## config.mk

```make
export PLATFORM = sky130hd
export DESIGN_NAME = groestl_arc_stage
export DESIGN_NICKNAME = d
export VERILOG_FILES = /design/src/rtl/groestl_pkg.sv /design/src/rtl/groestl_arc_const.sv /design/src/rtl/groestl_arc_stage.sv
export SDC_FILE = /design/constraint.sdc
export NUM_CORES = 1
export LEC_CHECK = 0
export ABC_AREA = 1
export BUFFER_PORTS_ARGS = -buffer_cell sky130_fd_sc_hd__buf_4
export CAP_MARGIN = 20
export CORE_AREA = 2 2 411 413
export CTS_BUF_LIST = sky130_fd_sc_hd__clkbuf_4
export CTS_CLUSTER_DIAMETER = 40
export DETAILED_ROUTE_END_ITERATION = 10
export DIE_AREA = 0 0 413 415
export HOLD_SLACK_MARGIN = 0.08
export SETUP_SLACK_MARGIN = 0.15
export SLEW_MARGIN = 20
export SYNTH_ARGS = -nofsm -noshare
export SYNTH_HDL_FRONTEND = slang
export SYNTH_SLANG_ARGS = --single-unit
```

## constraint.sdc

```tcl
create_clock -name clk -period 43.8 [get_ports clk]
set_input_delay 0 -clock clk [delete_from_list [all_inputs] [get_ports clk]]
set_output_delay 0 -clock clk [all_outputs]
set_load 0.02 [all_outputs]
```

## src/rtl/groestl_pkg.sv

```systemverilog
// groestl_pkg: shared Groestl geometry, P/Q select encoding and state byte addressing.
package groestl_pkg;
  localparam int GROESTL_STATE_W = 512;
  localparam int GROESTL_COLS = 8;
  localparam int GROESTL_ROWS = 8;
  localparam int GROESTL256_ROUNDS = 10;
  localparam int ARC_ROW_P = 0;
  localparam int ARC_ROW_Q = 7;
  typedef enum logic {PERM_P = 1'b0, PERM_Q = 1'b1} perm_e;
  // Byte k = 8*col+row is stored most-significant first.
  function automatic int byte_lsb(input int col, input int row);
    return GROESTL_STATE_W - 8 - 8 * (GROESTL_ROWS * col + row);
  endfunction
endpackage

```

## src/rtl/groestl_arc_const.sv

```systemverilog
// groestl_arc_const: combinational Groestl AddRoundConstant for P or Q on a 512-bit state.
module groestl_arc_const
  import groestl_pkg::*;
#(
  parameter int RW = 4
) (
  input  logic [GROESTL_STATE_W-1:0] st,
  input  logic                       q,
  input  logic [RW-1:0]              round,
  output logic [GROESTL_STATE_W-1:0] res
);
  always_comb begin
    res = (q == PERM_Q) ? ~st : st;
    for (int j = 0; j < GROESTL_COLS; j++)
      res[byte_lsb(j, (q == PERM_Q) ? ARC_ROW_Q : ARC_ROW_P) +: 8] ^= 8'(j << 4) ^ 8'(round);
  end
endmodule

```

## src/rtl/groestl_arc_stage.sv

```systemverilog
// groestl_arc_stage: registered AddRoundConstant stage with valid/ready handshake.
// GROESTL_ARC_SKID_EN adds a spill register so in_ready comes only from flops.
module groestl_arc_stage
  import groestl_pkg::*;
#(
  parameter int ROUNDS = GROESTL256_ROUNDS,
  parameter int RW = 4
) (
  input  logic                       clk,
  input  logic                       rst,
  input  logic                       in_valid,
  output logic                       in_ready,
  input  logic [GROESTL_STATE_W-1:0] in_state,
  input  logic                       in_q,
  input  logic [RW-1:0]              in_round,
  input  logic                       in_last,
  output logic                       out_valid,
  input  logic                       out_ready,
  output logic [GROESTL_STATE_W-1:0] out_state,
  output logic                       out_q,
  output logic [RW-1:0]              out_round,
  output logic                       out_last,
  output logic                       out_err
);
  localparam int W = GROESTL_STATE_W + RW + 3;
  logic [GROESTL_STATE_W-1:0] arc;
  logic [W-1:0] nxt, out_r;
  logic take, drain;
  groestl_arc_const #(.RW(RW)) u_const (.st(in_state), .q(in_q), .round(in_round), .res(arc));
  assign nxt = {arc, in_q, in_round, in_last, 32'(in_round) >= ROUNDS};
  assign {out_state, out_q, out_round, out_last, out_err} = out_r;
  assign take = in_valid & in_ready;
  assign drain = out_valid & out_ready;
`ifdef GROESTL_ARC_SKID_EN
  logic sp_valid;
  logic [W-1:0] sp_r;
  assign in_ready = ~sp_valid;
  // The spill register is only ever occupied while the output register is full.
  always_ff @(posedge clk or posedge rst)
    if (rst) begin
      out_valid <= 1'b0;
      out_r <= '0;
      sp_valid <= 1'b0;
      sp_r <= '0;
    end else if (drain | ~out_valid) begin
      if (sp_valid) begin
        out_r <= sp_r;
        sp_valid <= 1'b0;
      end else begin
        out_valid <= take;
        if (take) out_r <= nxt;
      end
    end else if (take) begin
      sp_r <= nxt;
      sp_valid <= 1'b1;
    end
`else
  assign in_ready = ~out_valid | out_ready;
  always_ff @(posedge clk or posedge rst)
    if (rst) begin
      out_valid <= 1'b0;
      out_r <= '0;
    end else if (drain | ~out_valid) begin
      out_valid <= take;
      if (take) out_r <= nxt;
    end
`endif
endmodule

```

==> impl_metrics.ini, run 1 <==
[clocking]
clock-root-buffer = clkbuf_4
cts.sinks = 520
hold_buffers = 1217
post_cts_buffers = 0
cts_buffers = 169
post_cts_resized = 0
htreeDepth = 4
cts_buffer_depth = 3

[synthesis]
seq_area_frac_synth_pct = 53.3
syn_area_sq_mm = 0.0244
syn_avg_cell_area_sq_um = 8.95
synthFlopType = dfrtp_1
synthCells = 2728
synthDistinctLibCells = 19
yosys-top-cells-area = dfrtp_1 (53%), xnor2_1 (15%), nand2_1 (13%)
yosysTopAreaCell = dfrtp_1
synth_edf_count = 0
synth_nets = 3251
synthArstFlopShare_pct = 100
ys_warn_count = 0
synth_top_area_share_pct = 53.3
ys_ff_latch = 520

[floorplanning]
num_rows = 150
num_io_pins = 1043
die_w_microns = 413
die_h_microns = 415
start_util_pct = 14.7

[placement]
gp_congestion = 0.966
port_buffers = 1042
dp_slack_ns = 40.36
hpwl_mm = 101
dpl_cell_area_sq_mm = 0.0343

[run_status]
outcome = did not finish
lastStage = clock tree synthesis
stop_error = [ERROR RSZ-0060] Max buffer count reached.
[cells in the mapped netlist (7+ instances only)]
cell type    n
nand2_1    862
dfrtp_1    520
o21ai_0    430
xnor2_1    423
inv_1      121
buf_2      115
clkbuf_1    66
nand4_1     64
nand3_1     52
nor2_1      41
o21ai_1     10
buf_4        7
[metrics by stage]
stage | cells | hold slack, ns
after floorplan | 2728 | 0.0947
after global placement | 5803 | 0.180
after detailed placement | 5803 | 0.186
[cell families after synthesis]
group | Yosys count | share of synthesized area, %
adders and majority gates | 1 | 0.0512
xor gates and xnor gates | 423 | 15.2
DFF | 520 | 53.3
AOI/OAI and AO/OA | 440 | 9.02
and+or+nand+nor | 1022 | 16.7
buffers and inverters | 322 | 5.83
==> run 2, diff against run 1 <==
CORE_AREA = 2 2 412 414   (was 2 2 411 413)
CTS_BUF_LIST = not set   (was sky130_fd_sc_hd__clkbuf_4)
CTS_CLUSTER_DIAMETER = not set   (was 40)
DIE_AREA = 0 0 414 416   (was 0 0 413 415)
HOLD_SLACK_MARGIN = not set   (was 0.08)
PLACE_DENSITY_LB_ADDON = 0.15   (was not set)
SETUP_SLACK_MARGIN = not set   (was 0.15)
==> impl_metrics.ini, run 2 <==
[run_status]
outcome = finished clean

[job]
maxCapViolCount = 0

[clocking]
cts.clk_slew.worst_paths_ns = 0.05
htreeDepth = 3
clk_latency_ns = 0.66
post_cts_resized = 0
post_cts_buffers = 0
cts_tree = yes
cts_buffers = 75
cts_buffer_depth = 3
cts.sinks = 520
clock-root-buffer = clkbuf_16

[synthesis]
synthArstFlopShare_pct = 100
synthTopCellsByCount = nand2_1 (862), dfrtp_1 (520), o21ai_0 (430)
synth_top_area_share_pct = 53.3
syn_area_sq_mm = 0.0244
synthCells = 2728
yosysMostFrequentCell = nand2_1
synthFlopType = dfrtp_1
ys_ff_latch = 520
syn_avg_cell_area_sq_um = 8.95
ys_warn_count = 0
synthDistinctLibCells = 19
seq_area_frac_synth_pct = 53.3
yosysTopAreaCell = dfrtp_1
synth_nets = 3251
synth_edf_count = 0
yosys-top-cells-area = dfrtp_1 (53%), xnor2_1 (15%), nand2_1 (13%)

[global_routing]
grt_use_total_pct = 14.0
grt.overflow.total = 0
grt_pass1_wl_mm = 180
grt_pass1_vias = 25188
antenna_found_initial = 20
grt_max_degree = 164

[sta]
fin_setup_tns_ns = 0
slew_headroom_pct = 34.3
setup_viol = 0
fin_skew_ns = 0.0245
whs_ns = 0.0759
slew_viol_final = 0
fin_crit_sh_pct = 9.41
max_freq_mhz = 243
rsz0062_at_grt = false
worst_pin_slew_ns = 0.986
fin_crit_ns = 4.12
hold_viol = 0

[power_and_ir_drop]
totalPowerFinal_mw = 1.76
combPwrFrac_pct = 30.9
switching_share_pct = 34.6
seqPwrFrac_pct = 34.7
internal_power_mw = 1.15
p_clk_share_pct = 34.4
switchingPower_mw = 0.607
p_leak_nw = 20.1
irDropWorstVdd_uv = 26.1
p_per_area_mw_per_mm2 = 40.6

[floorplanning]
num_rows = 151
die_h_microns = 416
start_util_pct = 14.5
die_w_microns = 414
num_io_pins = 1043
core-area_sq_mm = 0.168
die_area_sq_mm = 0.172

[setup_path]
cp_slowest_cell = buf_4
endpoint_kind = flop
worst-setup-path-type = in -> reg
worstSetupStartpointType = input port
max_stage_delay_ns = 0.89
path_cells = buf_8 > buf_4 > buf_4 > buf_4 > buf_4 > buf_4 > xnor2_1 > o21ai_0
required_ns = 44.31
worst_ep_arrival_time_ns = 4.63
cp_common_cell = buf_4
crit_fanout = 70

[detailed_routing]
wl_per_cell_microns = 18.7
dr.pass1.iters = 8
route.detailed.drc = 0
via_count = 24080
ant_nets = 0
vias_per_cell = 3.64
routed_wl_mm = 124
drtIter0Drc = 1282

[final_layout]
top_register = out_r
fin_util_pct = 25.7
layout.nets = 4857
largest_reg_flops = 519
fill_cells = 18458
final_layout_size_suffix_gt1_share_pct = 27.0
most-common-layout-cells = buf_4 (1,073), nand2_1 (862), dlygate4sd3_1 (650)
reg.largest.list = out_r x519, out_valid x1
synthToLayoutAreaGrowth_pct = 77.2
final_common_cell = buf_4

[placement]
gp_congestion = 0.826
port_buffers = 1042
hpwl_mm = 90.2

[hold_path]
hp-class = in -> reg
-- run 2: kinds of logic after synthesis --
logic type	share of synthesized area, %
compound gates	9.02
xor+xnor	15.2
fa+ha+maj	0.0512
buf+inv	5.83
flops	53.3
simple gates	16.7
-- run 2: final timing paths --
check | startpoint | cells after the start | slack [ns] | end
max | in_q | 8 | 39.68 | out_r[241]$_DFFE_PP0P_
min | in_q | 3 | 0.08 | out_r[21]$_DFFE_PP0P_
max reg2reg | out_valid$_DFFE_PP0P_ | 6 | 39.84 | out_r[177]$_DFFE_PP0P_
min reg2reg | out_r[100]$_DFFE_PP0P_ | 2 | 0.48 | out_r[100]$_DFFE_PP0P_
max in group asynchronous | rst | 7 | 40.37 | out_r[386]$_DFFE_PP0P_
min in group asynchronous | rst | 4 | 0.57 | out_r[358]$_DFFE_PP0P_
-- run 2: critical path: cells and delay by family --
| family | cells | cell delay (ns) |
|---|---|---|
| buffers and inverters | 6 | 4.15 |
| AO/OA/AOI/OAI | 1 | 0.09 |
| XOR/XNOR | 1 | 0.20 |
-- run 2: metal layers --
metal,share of wire [%],up-vias,GRT usage (%)
li1,-,11835,-
met1,41,11274,16.7
met2,48,751,23.5
met3,7.1,206,4.46
met4,3.5,14,5.36
met5,0.070,-,0
-- run 2: metrics by stage --
stage	instance area (sq um)	std cells	setup slack, ns
5_1_grt	43300	6607	39.35
2_1_floorplan	24400	2728	29.27
3_5_place_dp	34400	5824	38.88
6_report	43300	6610	39.68
3_3_place_gp	34400	5824	38.92
4_1_cts	43200	6601	39.65
-- run 2: cell type report --
cell class	instances	area (sq um)	area share (%)
Tap cell	2218	2780	6.41
Antenna cell	8	20.0	0.0463
Timing Repair Buffer	1726	14600	33.8
Clock buffer	111	2130	4.93
Sequential cell	520	13000	30.1
Multi-Input combinational cell	1886	10000	23.1
Clock inverter	16	238	0.549
Inverter	125	477	1.10
-- run 2: power by group through the flow --
stage	registers (mW)	clock network, mW	logic (mW)
floorplan	0.708	0	0.138
global placement	0.617	0	0.486
detailed placement	0.617	0	0.486
CTS	0.610	0.631	0.552
global route	0.620	0.650	0.586
finish	0.610	0.603	0.542
-- run 2: what timing repair did --
action | CTS | global route
hold buffers | 650 | 0
hold endpoints to repair | 596 | 0
setup endpoints to repair | 0 | 0
Power figures use the tool's default switching activity.
